`src/rtl/video_timing_gen_if.sv`:
```
// Pixel-side bundle of the video timing generator: enables and RGB in, counters,
// sync/blank/de, gated RGB and frame bookkeeping out.
interface video_timing_gen_if #(
  parameter int XW      = 10,
  parameter int YW      = 10,
  parameter int FRAME_W = 8
);
  logic               pix_en;
  logic               blank_force;
  logic [23:0]        rgb_in;
  logic [XW-1:0]      video_x;
  logic [YW-1:0]      video_y;
  logic               hsync;
  logic               vsync;
  logic               hblank;
  logic               vblank;
  logic               de;
  logic [23:0]        rgb;
  logic [FRAME_W-1:0] frame_count;
  logic               frame_start;

  modport master (
    input  pix_en, blank_force, rgb_in,
    output video_x, video_y, hsync, vsync, hblank, vblank, de, rgb,
           frame_count, frame_start
  );

  modport slave (
    output pix_en, blank_force, rgb_in,
    input  video_x, video_y, hsync, vsync, hblank, vblank, de, rgb,
           frame_count, frame_start
  );
endinterface

```
`src/rtl/video_timing_gen.sv`:
```
// Parametrised video timing generator: pixel/line counters, sync/blank/de decode
// aligned to the RGB pipeline by OUT_DELAY enabled stages, RGB gating, frame counter.
module video_timing_gen #(
  parameter int H_ACTIVE  = 360,
  parameter int H_FP      = 16,
  parameter int H_SYNC    = 8,
  parameter int H_BP      = 136,
  parameter int V_ACTIVE  = 360,
  parameter int V_FP      = 4,
  parameter int V_SYNC    = 2,
  parameter int V_BP      = 159,
  parameter int XW        = 10,
  parameter int YW        = 10,
  parameter int OUT_DELAY = 1,
  parameter int FRAME_W   = 8
) (
  input  logic                clk_vid_32_768,
  input  logic                reset,
  video_timing_gen_if.master  vif
);
  localparam int H_TOT  = H_ACTIVE + H_FP + H_SYNC + H_BP;
  localparam int V_TOT  = V_ACTIVE + V_FP + V_SYNC + V_BP;
  localparam int HS_BEG = H_ACTIVE + H_FP;
  localparam int HS_END = HS_BEG + H_SYNC;
  localparam int VS_BEG = V_ACTIVE + V_FP;
  localparam int VS_END = VS_BEG + V_SYNC;

  generate
    if ((H_TOT - 1) >= (1 << XW) || (V_TOT - 1) >= (1 << YW)) begin : g_bad_width
      $error("video_timing_gen: XW/YW too narrow for H_TOT=%0d V_TOT=%0d", H_TOT, V_TOT);
    end
    if (OUT_DELAY < 0 || OUT_DELAY > 4) begin : g_bad_delay
      $error("video_timing_gen: OUT_DELAY=%0d outside 0..4", OUT_DELAY);
    end
  endgenerate

  typedef struct packed {
    logic hsync;
    logic vsync;
    logic hblank;
    logic vblank;
    logic de;
  } tim_t;

  logic [XW-1:0]      x_q, x_d;
  logic [YW-1:0]      y_q, y_d;
  logic [FRAME_W-1:0] fc_q, fc_d;
  logic               fs_q, fs_d;
  logic               x_last, y_last;
  tim_t               tap_d, tim_out;

  assign x_last = (int'(x_q) == H_TOT - 1);
  assign y_last = (int'(y_q) == V_TOT - 1);

  // frame_start defaults low so the pulse is one clk wide even if pix_en drops next
  always_comb begin
    x_d  = x_q;
    y_d  = y_q;
    fc_d = fc_q;
    fs_d = 1'b0;
    if (vif.pix_en) begin
      if (x_last) begin
        x_d = '0;
        if (y_last) begin
          y_d  = '0;
          fc_d = fc_q + 1'b1;
          fs_d = 1'b1;
        end else begin
          y_d = y_q + 1'b1;
        end
      end else begin
        x_d = x_q + 1'b1;
      end
    end
  end

  always_ff @(posedge clk_vid_32_768 or posedge reset) begin
    if (reset) begin
      x_q  <= '0;
      y_q  <= '0;
      fc_q <= '0;
      fs_q <= 1'b0;
    end else begin
      x_q  <= x_d;
      y_q  <= y_d;
      fc_q <= fc_d;
      fs_q <= fs_d;
    end
  end

  // Compare as int so a sync end equal to 2**XW cannot truncate
  always_comb begin
    tap_d        = '0;
    tap_d.hblank = int'(x_q) >= H_ACTIVE;
    tap_d.vblank = int'(y_q) >= V_ACTIVE;
    tap_d.hsync  = (int'(x_q) >= HS_BEG) && (int'(x_q) < HS_END);
    tap_d.vsync  = (int'(y_q) >= VS_BEG) && (int'(y_q) < VS_END);
    tap_d.de     = !tap_d.hblank && !tap_d.vblank;
  end

  generate
    if (OUT_DELAY == 0) begin : g_nodly
      assign tim_out = tap_d;
    end else begin : g_dly
      tim_t [OUT_DELAY-1:0] pipe_q, pipe_d;

      always_comb begin
        pipe_d = pipe_q;
        if (vif.pix_en) begin
          pipe_d[0] = tap_d;
          for (int i = 1; i < OUT_DELAY; i++) pipe_d[i] = pipe_q[i-1];
        end
      end

      always_ff @(posedge clk_vid_32_768 or posedge reset) begin
        if (reset) pipe_q <= '0;
        else       pipe_q <= pipe_d;
      end

      assign tim_out = pipe_q[OUT_DELAY-1];
    end
  endgenerate

  assign vif.video_x     = x_q;
  assign vif.video_y     = y_q;
  assign vif.hsync       = tim_out.hsync;
  assign vif.vsync       = tim_out.vsync;
  assign vif.hblank      = tim_out.hblank;
  assign vif.vblank      = tim_out.vblank;
  assign vif.de          = tim_out.de;
  assign vif.frame_count = fc_q;
  assign vif.frame_start = fs_q;
  assign vif.rgb         = (vif.blank_force || !tim_out.de) ? 24'h0 : vif.rgb_in;
endmodule

```
`src/flat_wrapper.sv`:
```
// flat-port wrapper written by rule: the top's interface ports become plain ports
module video_timing_gen_flat 
#(
  parameter int H_ACTIVE  = 360,
  parameter int H_FP      = 16,
  parameter int H_SYNC    = 8,
  parameter int H_BP      = 136,
  parameter int V_ACTIVE  = 360,
  parameter int V_FP      = 4,
  parameter int V_SYNC    = 2,
  parameter int V_BP      = 159,
  parameter int XW        = 10,
  parameter int YW        = 10,
  parameter int OUT_DELAY = 1,
  parameter int FRAME_W   = 8
)
  (clk_vid_32_768, reset, vif_pix_en, vif_blank_force, vif_rgb_in, vif_video_x, vif_video_y, vif_hsync, vif_vsync, vif_hblank, vif_vblank, vif_de, vif_rgb, vif_frame_count, vif_frame_start);
  video_timing_gen_if #(.XW(XW), .YW(YW), .FRAME_W(FRAME_W)) vif_i ();
  input  logic clk_vid_32_768;
  input  logic reset;
  input wire logic [$bits(vif_i.pix_en)-1:0] vif_pix_en;
  input wire logic [$bits(vif_i.blank_force)-1:0] vif_blank_force;
  input wire logic [$bits(vif_i.rgb_in)-1:0] vif_rgb_in;
  output wire logic [$bits(vif_i.video_x)-1:0] vif_video_x;
  output wire logic [$bits(vif_i.video_y)-1:0] vif_video_y;
  output wire logic [$bits(vif_i.hsync)-1:0] vif_hsync;
  output wire logic [$bits(vif_i.vsync)-1:0] vif_vsync;
  output wire logic [$bits(vif_i.hblank)-1:0] vif_hblank;
  output wire logic [$bits(vif_i.vblank)-1:0] vif_vblank;
  output wire logic [$bits(vif_i.de)-1:0] vif_de;
  output wire logic [$bits(vif_i.rgb)-1:0] vif_rgb;
  output wire logic [$bits(vif_i.frame_count)-1:0] vif_frame_count;
  output wire logic [$bits(vif_i.frame_start)-1:0] vif_frame_start;
  assign vif_i.pix_en = vif_pix_en;
  assign vif_i.blank_force = vif_blank_force;
  assign vif_i.rgb_in = vif_rgb_in;
  assign vif_video_x = vif_i.video_x;
  assign vif_video_y = vif_i.video_y;
  assign vif_hsync = vif_i.hsync;
  assign vif_vsync = vif_i.vsync;
  assign vif_hblank = vif_i.hblank;
  assign vif_vblank = vif_i.vblank;
  assign vif_de = vif_i.de;
  assign vif_rgb = vif_i.rgb;
  assign vif_frame_count = vif_i.frame_count;
  assign vif_frame_start = vif_i.frame_start;
  video_timing_gen #(.H_ACTIVE(H_ACTIVE), .H_FP(H_FP), .H_SYNC(H_SYNC), .H_BP(H_BP), .V_ACTIVE(V_ACTIVE), .V_FP(V_FP), .V_SYNC(V_SYNC), .V_BP(V_BP), .XW(XW), .YW(YW), .OUT_DELAY(OUT_DELAY), .FRAME_W(FRAME_W)) u_core (.clk_vid_32_768(clk_vid_32_768), .reset(reset), .vif(vif_i));
endmodule
```
`config.mk`:
```
export PLATFORM = sky130hd
export DESIGN_NAME = video_timing_gen_flat
export DESIGN_NICKNAME = d
export VERILOG_FILES = /design/src/rtl/video_timing_gen_if.sv /design/src/rtl/video_timing_gen.sv /design/src/flat_wrapper.sv
export SDC_FILE = /design/constraint.sdc
export NUM_CORES = 1
export LEC_CHECK = 0
export BUFFER_PORTS_ARGS = -buffer_cell sky130_fd_sc_hd__buf_2
export CORE_AREA = 2 2 54 95
export CTS_CLUSTER_SIZE = 16
export DETAILED_ROUTE_END_ITERATION = 16
export DIE_AREA = 0 0 56 97
export GPL_ROUTABILITY_DRIVEN = 0
export PLACE_DENSITY = 0.75
export SLEW_MARGIN = 30
export SYNTH_ARGS = -nofsm -noshare
export SYNTH_HDL_FRONTEND = slang
export SYNTH_SLANG_ARGS = --single-unit
```
`constraint.sdc`:
```
create_clock -name clk_vid_32_768 -period 1.81 [get_ports clk_vid_32_768]
set_clock_uncertainty 0.15 [all_clocks]
set_input_delay 0.181 -clock clk_vid_32_768 [delete_from_list [all_inputs] [get_ports clk_vid_32_768]]
set_output_delay 0.181 -clock clk_vid_32_768 [all_outputs]
set_load 0.03 [all_outputs]
```
==> run summary, run 1 <==
Status - complete, no violations
Crit end category - flip-flop
Cell Rows - 33
Min Tclk post-route - 1.76 ns
Via density - 5.17
Setup Crit Path Kind - flip-flop to flip-flop
Synth cell types - 39
Cell internal pwr - 1.44 mW
Nets - 341
Final Instance Area - 2770 sq um
CTS tree - built
Top-Level Pins - 86
Sw Ratio - 0.357
CTS Sinks - 34
First-pass GRT wire length - 8500 microns
Most frequent cells in the layout - buf_2 (85), buf_4 (28), and2_1 (24), dfrtp_1 (24), nand2_1 (12)
Chip height - 97 microns
R2R depth - 5
Port-buffer cells - 85
Syn Std Cell Area - 1950 sq um
All-Layer GR Usage - 0.197
Fraction of layout cells with a size suffix above 1 - 0.492
Placed cell area - 2620 sq um
Worst r2r dst - u_core.vif.frame_count[1]$_DFFE_PP0P_
Post-Route Utilization - 0.600
Worst Hold Depth - 3
Power per cell area - 809 nW/um^2
Initial Util - 0.421
Post-synthesis net count - 231
Synth Register Bits - 34
Remaining design rule violation count - 0
Worst-Skew Late Latency - 0.28 ns
Worst hold path class - primary input to flip-flop
WL final - 5380 microns
Worst hold margin - 0.166 ns
Max Clk Rate - 569 MHz
Final count of hold timing violations - 0
RSZ-0062 raised after global routing - yes
Pre-CTS setup slack - 0.0324 ns
H-tree depth - 2
Slew HR - 0.714
Vias in the first global route - 1845
Max clock buf depth - 2
Commonest non-fill, non-tap cell in the layout - buf_2
Total power - 2.24 mW
Final setup viols - 0
Worst vdd ir - 0.651 mV
Final period utilization - 0.971
DR WL/cell - 14.9 microns
Post-detail-place hpwl - 4240 microns
Initial antenna violation count - 0
Gate power share - 0.320
EDFF count, synth - 0
Vias post-DR - 1866
Fillers - 441
Ys flop type - dfrtp_1
Die Wd - 56 microns
Worst setup startpoint - u_core.vif.video_x[1]$_DFFE_PP0P_
Worst R2R Start - u_core.vif.video_x[1]$_DFFE_PP0P_
Syn-to-layout area delta - 42.3%
R2r setup slk - 0.05 ns
1st-pass router iterations - 5
Syn. warnings - 0
Cells after synthesis - 198
Total core area - 4620 sq um
Max-cap violations - 0
Slack of the critical path - 0.0528 ns
Clock root buffer - clkbuf_8
Measured slew at the worst slew-check pin - 0.429 ns
Crit path to - u_core.vif.frame_count[1]$_DFFE_PP0P_
Clock buffers created by TritonCTS - 5
Leak pwr - 1.55 nW
Clock power frac - 0.258
Crit path DAT - 1.77 ns
Crit Path Max Fanout - 6
Reg power frac - 0.423
Final ANT Viol Nets - 0
Switch Pwr - 0.801 mW
Required @ worst endpoint - 1.83 ns
Largest net degree at the start of global routing - 35
Avg Cell Area, Syn - 9.84 sq um
Post-synthesis sequential area ratio - 0.437
DR iter-0 viols - 51
Grt total ovfl - 0
Antenna diodes - 0
Worst-path clk slew - 0.07 ns
Nature of the critical path startpoint - flip-flop
Max-slew violation count - 0
Asr flop ratio synth - 1.00
Full die area - 5430 sq um
==> synthesized netlist by cell type (3+ instances only) <==
library cell / number / area share
dfrtp_1: 34 / 0.44
and2_1: 24 / 0.077
nor2_1: 13 / 0.025
nand2_1: 12 / 0.023
nand4_1: 11 / 0.035
xor2_1: 11 / 0.049
inv_1: 10 / 0.019
xnor2_1: 9 / 0.040
nand3_1: 8 / 0.021
nor3_1: 7 / 0.018
clkbuf_1: 6 / 0.012
ha_1: 5 / 0.032
a21oi_1: 3 / 0.0077
and3_1: 3 / 0.0096
and4_1: 3 / 0.013
mux2_2: 3 / 0.017
mux2i_1: 3 / 0.015
o21ai_0: 3 / 0.0077
==> through the flow <==
step / TNS, ns / std cells
after floorplan: -0.0122 / 198
after global placement: 0 / 350
after detailed placement: 0 / 350
after CTS: 0 / 359
after global routing: -0.0222 / 361
final: 0 / 361
==> registers in the layout, summed over array words and instances (netlist names) <==
name,cells
u_core.vif.de,1
u_core.vif.frame_count,8
u_core.vif.frame_start,1
u_core.vif.hblank,1
u_core.vif.hsync,1
u_core.vif.vblank,1
u_core.vif.video_x,10
u_core.vif.video_y,10
u_core.vif.vsync,1
==> routing by layer <==
layer  part of all wire  track usage
met3              0.042       0.0334
met1               0.37        0.206
met2               0.56        0.367
met5                  0            0
met4              0.027       0.0897
==> power by group through the flow <==
| stage | sequential [mW] | combinational, mW | clock, mW |
|---|---|---|---|
| global placement | 0.953 | 0.649 | 0 |
| floorplan | 1.08 | 0.307 | 0 |
| detailed placement | 0.961 | 0.672 | 0 |
| CTS | 0.946 | 0.676 | 0.598 |
| finish | 0.949 | 0.717 | 0.578 |
| global route | 0.958 | 0.767 | 0.626 |
==> worst max-delay path, stage by stage, from the launching register on <==
cell and delay (ns):
dfrtp_2 0.41, ha_4 0.14, and3_4 0.22, nand4_1 0.19, nor2_2 0.22, mux2_4 0.31
==> final cells by class <==
cell class	instances	area (sq um)	share of cell area
Clock buffer	7	86.3	0.0311
Clock inverter	1	5.00	0.00181
Inverter	10	37.5	0.0135
Multi-Input combinational cell	142	1060	0.382
Sequential cell	34	863	0.311
Tap cell	52	65.1	0.0235
Timing Repair Buffer	115	657	0.237
==> how the worst min path moves through the flow <==
stage	start	end
4_1_cts	vif_pix_en	u_core.vif.vblank$_DFFE_PP0P_
5_1_grt	vif_pix_en	u_core.vif.de$_DFFE_PP0P_
6_report	vif_pix_en	u_core.vif.vblank$_DFFE_PP0P_
3_5_place_dp	reset	u_core.vif.frame_count[0]$_DFFE_PP0P_
2_1_floorplan	reset	u_core.vif.de$_DFFE_PP0P_
3_3_place_gp	reset	u_core.vif.frame_count[4]$_DFFE_PP0P_
==> repair_timing <==
item | CTS | global route
gates resized for setup | 0 | 6
setup endpoints to repair | 0 | 24
buffers inserted | 0 | 2
hold buffers | 1 | 0
endpoints found under the hold margin | 34 | 0
==> logic make-up (layout without fill, tap and decap cells) <==
family          Yosys count  count (layout)  share of synthesized area
fa+ha+maj                 5               5                     0.0321
mux                       6               6                     0.0328
buf+inv                  22             133                     0.0539
xor+xnor                 20              20                     0.0899
simple gates             99              99                      0.317
compound gates           12              12                     0.0372
flops                    34              34                      0.437
Note: power is estimated with default switching activity, not from simulation.
==> inputs of run 2 (changes only) <==
Settings changed: CORE_AREA 2 2 54 95 to 2 2 49 86, CTS_BUF_LIST set to sky130_fd_sc_hd__clkbuf_2 sky130_fd_sc_hd__clkbuf_4 sky130_fd_sc_hd__clkbuf_8, DIE_AREA 0 0 56 97 to 0 0 51 88, PLACE_DENSITY 0.75 to 0.86.
Clock period 1.81 ns to 2.1 ns, I/O delays scaled along.
==> run summary, run 2 (synthesis gave the netlist of run 1 again) <==
CTS Sinks - 34 (unchanged)
Measured slew at the worst slew-check pin - 0.563 ns (+0.134 ns)
Setup Crit Path Kind - flip-flop to flip-flop
Sw Ratio - 0.341 (-0.0159)
Die Wd - 51 microns (-8.9%)
Antenna diodes - 0 (unchanged)
Crit Path Max Fanout - 7 (+1)
H-tree depth - 2 (unchanged)
Reg power frac - 0.462 (+0.039)
Worst-path clk slew - 0.07 ns (about the same)
Final ANT Viol Nets - 0 (unchanged)
Commonest non-fill, non-tap cell in the layout - buf_2
DR iter-0 viols - 69 (+35%)
Slew HR - 0.619 (-0.0947)
Total core area - 3790 sq um (-18%)
CTS tree - built
Leak pwr - 1.44 nW (-7.0%)
Final Instance Area - 2600 sq um (-6.3%)
Setup TNS - 0 ns (unchanged)
Power per cell area - 707 nW/um^2 (-13%)
Total power - 1.84 mW (-18%)
Worst R2R Start - u_core.vif.video_y[7]$_DFFE_PP0P_
All-Layer GR Usage - 0.238 (+0.0414)
Required @ worst endpoint - 2.15 ns (+0.32 ns)
Max-slew violation count - 0 (unchanged)
Cell internal pwr - 1.21 mW (-16%)
Final period utilization - 0.956 (-0.0149)
Fraction of layout cells with a size suffix above 1 - 0.410 (-0.0824)
Port-buffer cells - 85 (unchanged)
Post-Layout Cell Count - 341 (-5.5%)
Buf/Inv on CP - 1 (+1)
Crit path max-delay family - simple AND/OR/NAND/NOR gates
Crit path largest cell delay - 0.42 ns (about the same)
1st-pass router iterations - 4 (-1)
Vias post-DR - 1792 (-4.0%)
Crit end category - flip-flop
WL final - 5140 microns (-4.4%)
Nets - 325 (-4.7%)
Clock root buffer - clkbuf_8
First-pass GRT wire length - 8100 microns (-4.7%)
Switch Pwr - 0.626 mW (-22%)
Chip height - 88 microns (-9.3%)
Slack of the critical path - 0.0925 ns (+0.0398 ns)
Top-Level Pins - 86 (unchanged)
Worst setup startpoint - u_core.vif.video_y[7]$_DFFE_PP0P_
Max Clk Rate - 498 MHz (-12%)
Worst hold path class - primary input to flip-flop
Clock power frac - 0.301 (+0.043)
DR WL/cell - 15.1 microns (+1.2%)
Most frequent cells in the layout - buf_2 (85), dfrtp_1 (34), and2_1 (24), nor2_1 (13), buf_4 (13)
Worst-Skew Late Latency - 0.28 ns (about the same)
Slowest-stage cell, CP - dfrtp_1
Full die area - 4490 sq um (-17%)
Max clock buf depth - 2 (unchanged)
Placed cell area - 2460 sq um (-6.1%)
Syn-to-layout area delta - 33.4%
Worst vdd ir - 0.847 mV (+30%)
Min Tclk post-route - 2.01 ns (+0.250 ns)
Clock buffers created by TritonCTS - 5 (unchanged)
Largest net degree at the start of global routing - 35 (unchanged)
Hold Path Origin - vif_pix_en
Gate power share - 0.237 (-0.083)
Status - complete, no violations
Cell Rows - 30 (-9.1%)
Crit-path cells - and4bb_2, nand4_2, buf_4, nor4_4, xor2_1
Final setup viols - 0 (unchanged)
Crit path DAT - 2.06 ns (+0.29 ns)
Post-detail-place hpwl - 3850 microns (-9.2%)
Remaining design rule violation count - 0 (unchanged)
Worst hold margin - 0.173 ns (+0.00709 ns)
Post-Route Utilization - 0.685 (+0.0859)
Vias in the first global route - 1700 (-7.9%)
Final count of hold timing violations - 0 (unchanged)
Nature of the critical path startpoint - flip-flop
RSZ-0062 raised after global routing - no
Max-cap violations - 0 (unchanged)
Grt total ovfl - 0 (unchanged)
Initial Util - 0.514 (+0.0926)
Post-CTS setup buffers - 0 (unchanged)
Pre-CTS setup slack - 0.120 ns (+0.0873 ns)
Placed cells - 332 (-5.1%)
Via density - 5.26 (+1.7%)
Initial antenna violation count - 0 (unchanged)
[run 2: per-layer routing]
| layer | track usage | vias to the layer above | wire (microns) |
|---|---|---|---|
| li1 | - | 867 | - |
| met1 | 0.270 | 837 | 1860 |
| met2 | 0.427 | 75 | 2890 |
| met3 | 0.0410 | 13 | 267 |
| met4 | 0.106 | 0 | 117 |
| met5 | 0 | - | 0 |
[run 2: cell type report]
cell class	count	area [sq um]
clock buffer	8	110
fill	296	1190
inverter	10	37.5
multi-input combinational	142	1010
sequential	34	851
tap	48	60.1
timing repair buffer	99	533
[run 2: power groups by stage]
stage	combinational (mW)	sequential [mW]	clock, mW
2_1_floorplan	0.237	0.913	0
3_3_place_gp	0.417	0.852	0
3_5_place_dp	0.428	0.858	0
4_1_cts	0.433	0.846	0.561
5_1_grt	0.471	0.863	0.589
6_report	0.435	0.849	0.552
[run 2: final timing paths]
| check | to | cells past startpoint | slack [ns] |
|---|---|---|---|
| hold / removal | u_core.vif.vblank$_DFFE_PP0P_ | 3 | 0.17 |
| min in group asynchronous | u_core.vif.video_x[8]$_DFFE_PP0P_ | 4 | 0.41 |
| setup / recovery | u_core.vif.frame_count[7]$_DFFE_PP0P_ | 5 | 0.09 |
| max in group asynchronous | u_core.vif.hsync$_DFFE_PP0P_ | 4 | 1.09 |
| setup reg to reg | u_core.vif.frame_count[7]$_DFFE_PP0P_ | 5 | 0.09 |
| hold reg to reg | u_core.vif.frame_count[7]$_DFFE_PP0P_ | 1 | 0.32 |
[run 2: repair_timing]
action	in CTS	in global routing
setup endpoints to repair	0	2
hold buffers	1	0
hold endpoints to repair	34	0
gates resized for setup	0	2
[run 2: worst register-to-register path, cell delays in order (launching register included)]
cell,delay [ns]
dfrtp_1,0.42
and4bb_2,0.38
nand4_2,0.27
buf_4,0.27
nor4_4,0.26
xor2_1,0.18
==> inputs of run 3 (changes only) <==
Settings changed: RECOVER_POWER set to 50.
==> run summary, run 3 (synthesis gave the netlist of run 1 again) <==
Status - complete, no violations
Setup TNS - 0 ns (unchanged)
Met2 Use GR - 0.427 (unchanged)
Placed cells - 332 (unchanged)
Slowest-stage cell, CP - dfrtp_1
First-pass GRT wire length - 8100 microns (unchanged)
Remaining design rule violation count - 0 (unchanged)
Nets - 325 (unchanged)
Crit Path Max Fanout - 7 (unchanged)
Final count of hold timing violations - 0 (unchanged)
Final ANT Viol Nets - 0 (unchanged)
Max Clk Rate - 498 MHz (about the same)
Final setup viols - 0 (unchanged)
Port-buffer cells - 85 (unchanged)
R2r setup slk - 0.09 ns (about the same)
Worst vdd ir - 0.803 mV (-5.2%)
Vias in the first global route - 1700 (unchanged)
Via density - 5.38 (+2.5%)
DR iter-0 viols - 71 (+2.9%)
Die Wd - 51 microns (unchanged)
Multi-input gate area - 1010 sq um (unchanged)
Nature of the critical path startpoint - flip-flop
Cell Rows - 30 (unchanged)
WL final - 5170 microns (+0.64%)
Power per cell area - 712 nW/um^2 (+0.77%)
Post-detail-place hpwl - 3850 microns (unchanged)
Slew HR - 0.454 (-0.165)
Most frequent cells in the layout - buf_2 (60), dfrtp_1 (34), clkbuf_1 (25), and2_1 (24), nor2_1 (13)
Top-Level Pins - 86 (unchanged)
All-Layer GR Usage - 0.238 (unchanged)
Initial Util - 0.514 (unchanged)
Worst hold path class - primary input to flip-flop
Crit end category - flip-flop
Worst-path clk slew - 0.07 ns (about the same)
Min Tclk post-route - 2.01 ns (+0.00138 ns)
FF/Latch Area - 851 sq um (unchanged)
Required @ worst endpoint - 2.15 ns (about the same)
Grt met1 use - 0.270 (unchanged)
Largest net degree at the start of global routing - 35 (unchanged)
Leak pwr - 1.34 nW (-6.8%)
Chip height - 88 microns (unchanged)
Max-cap violations - 0 (unchanged)
Buf/Inv on CP - 1 (unchanged)
Post-Layout Cell Count - 341 (unchanged)
Grt total ovfl - 0 (unchanged)
Worst-Skew Late Latency - 0.28 ns (about the same)
H-tree depth - 2 (unchanged)
M3 GR Usage - 0.0410 (unchanged)
Clock buffers created by TritonCTS - 5 (unchanged)
Clock root buffer - clkbuf_8
Crit path largest cell delay - 0.43 ns (about the same)
Syn-to-layout area delta - 31.7%
DR WL/cell - 15.2 microns (+0.64%)
Total core area - 3790 sq um (unchanged)
Initial antenna violation count - 0 (unchanged)
Vias post-DR - 1836 (+2.5%)
Crit path DAT - 2.06 ns (about the same)
Crit-path cells - and4bb_2, nand4_2, buf_4, nor4_4, xor2_1
Post-CTS setup buffers - 0 (unchanged)
Fillers - 311 (+5.1%)
GRT Max-Usage Layer - met2
Setup Crit Path Kind - flip-flop to flip-flop
Max clock buf depth - 2 (unchanged)
CTS Sinks - 34 (unchanged)
RSZ-0062 raised after global routing - no
Antenna diodes - 0 (unchanged)
Measured slew at the worst slew-check pin - 0.818 ns (+0.255 ns)
Full die area - 4490 sq um (unchanged)
Commonest non-fill, non-tap cell in the layout - buf_2
Fraction of layout cells with a size suffix above 1 - 0.324 (-0.0853)
Crit path max-delay family - simple AND/OR/NAND/NOR gates
Max-slew violation count - 0 (unchanged)
CTS tree - built
1st-pass router iterations - 7 (+3)
Total power - 1.83 mW (-0.54%)
Final period utilization - 0.957 (about the same)
-- run 3: final timing paths --
path,start,endpoint,depth (start not counted)
max in group asynchronous,reset,u_core.vif.video_x[9]$_DFFE_PP0P_,4
max,u_core.vif.video_y[7]$_DFFE_PP0P_,u_core.vif.frame_count[7]$_DFFE_PP0P_,5
min in group asynchronous,reset,u_core.vif.video_y[9]$_DFFE_PP0P_,4
max reg2reg,u_core.vif.video_y[7]$_DFFE_PP0P_,u_core.vif.frame_count[7]$_DFFE_PP0P_,5
min,vif_pix_en,u_core.vif.vblank$_DFFE_PP0P_,3
min reg2reg,u_core.vif.frame_count[7]$_DFFE_PP0P_,u_core.vif.frame_count[7]$_DFFE_PP0P_,1
-- run 3: worst register-to-register path, delay by kind of cell (launching register included) --
| family | cells | cell delay [ns] |
|---|---|---|
| buffers and inverters | 1 | 0.27 |
| flip-flops | 1 | 0.43 |
| XOR/XNOR | 1 | 0.18 |
| AND/OR/NAND/NOR | 3 | 0.92 |
-- run 3: metal layers --
metal  part of all wire  vias to the layer above
met2               0.55                       92
met1               0.36                      855
li1                   -                      872
met5                  0                        -
met4              0.028                        0
met3              0.054                       17
-- run 3: repair_timing --
| item | in CTS | in global routing |
|---|---|---|
| hold buffers | 1 | 0 |
| setup endpoints to repair | 0 | 2 |
| endpoints found under the hold margin | 34 | 0 |
| gates resized for setup | 0 | 2 |
-- run 3: layout make-up --
class	instances	area share
Multi-Input combinational cell	142	0.393
Sequential cell	34	0.332
Timing Repair Buffer	99	0.195
Clock buffer	8	0.0429
Tap cell	48	0.0234
Inverter	10	0.0146
-- run 3: where the power goes --
part | total [mW] | switching [mW] | internal, mW
sequential | 0.850 | 0.129 | 0.721
clock | 0.552 | 0.221 | 0.331
combinational | 0.425 | 0.276 | 0.149
total | 1.83 | 0.626 | 1.20
-- run 3: through the flow --
stage | hold WS [ns] | instance area, sq um | setup WS (ns) | utilization
global placement | 0.163 | 2460 | 0.242 | 0.650
floorplan | 0.202 | 1950 | 0.0875 | -
finish | 0.176 | 2560 | 0.0912 | 0.677
CTS | 0.169 | 2580 | 0.0719 | 0.682
detailed placement | 0.169 | 2460 | 0.120 | 0.650
global route | 0.188 | 2560 | 0.00663 | 0.677
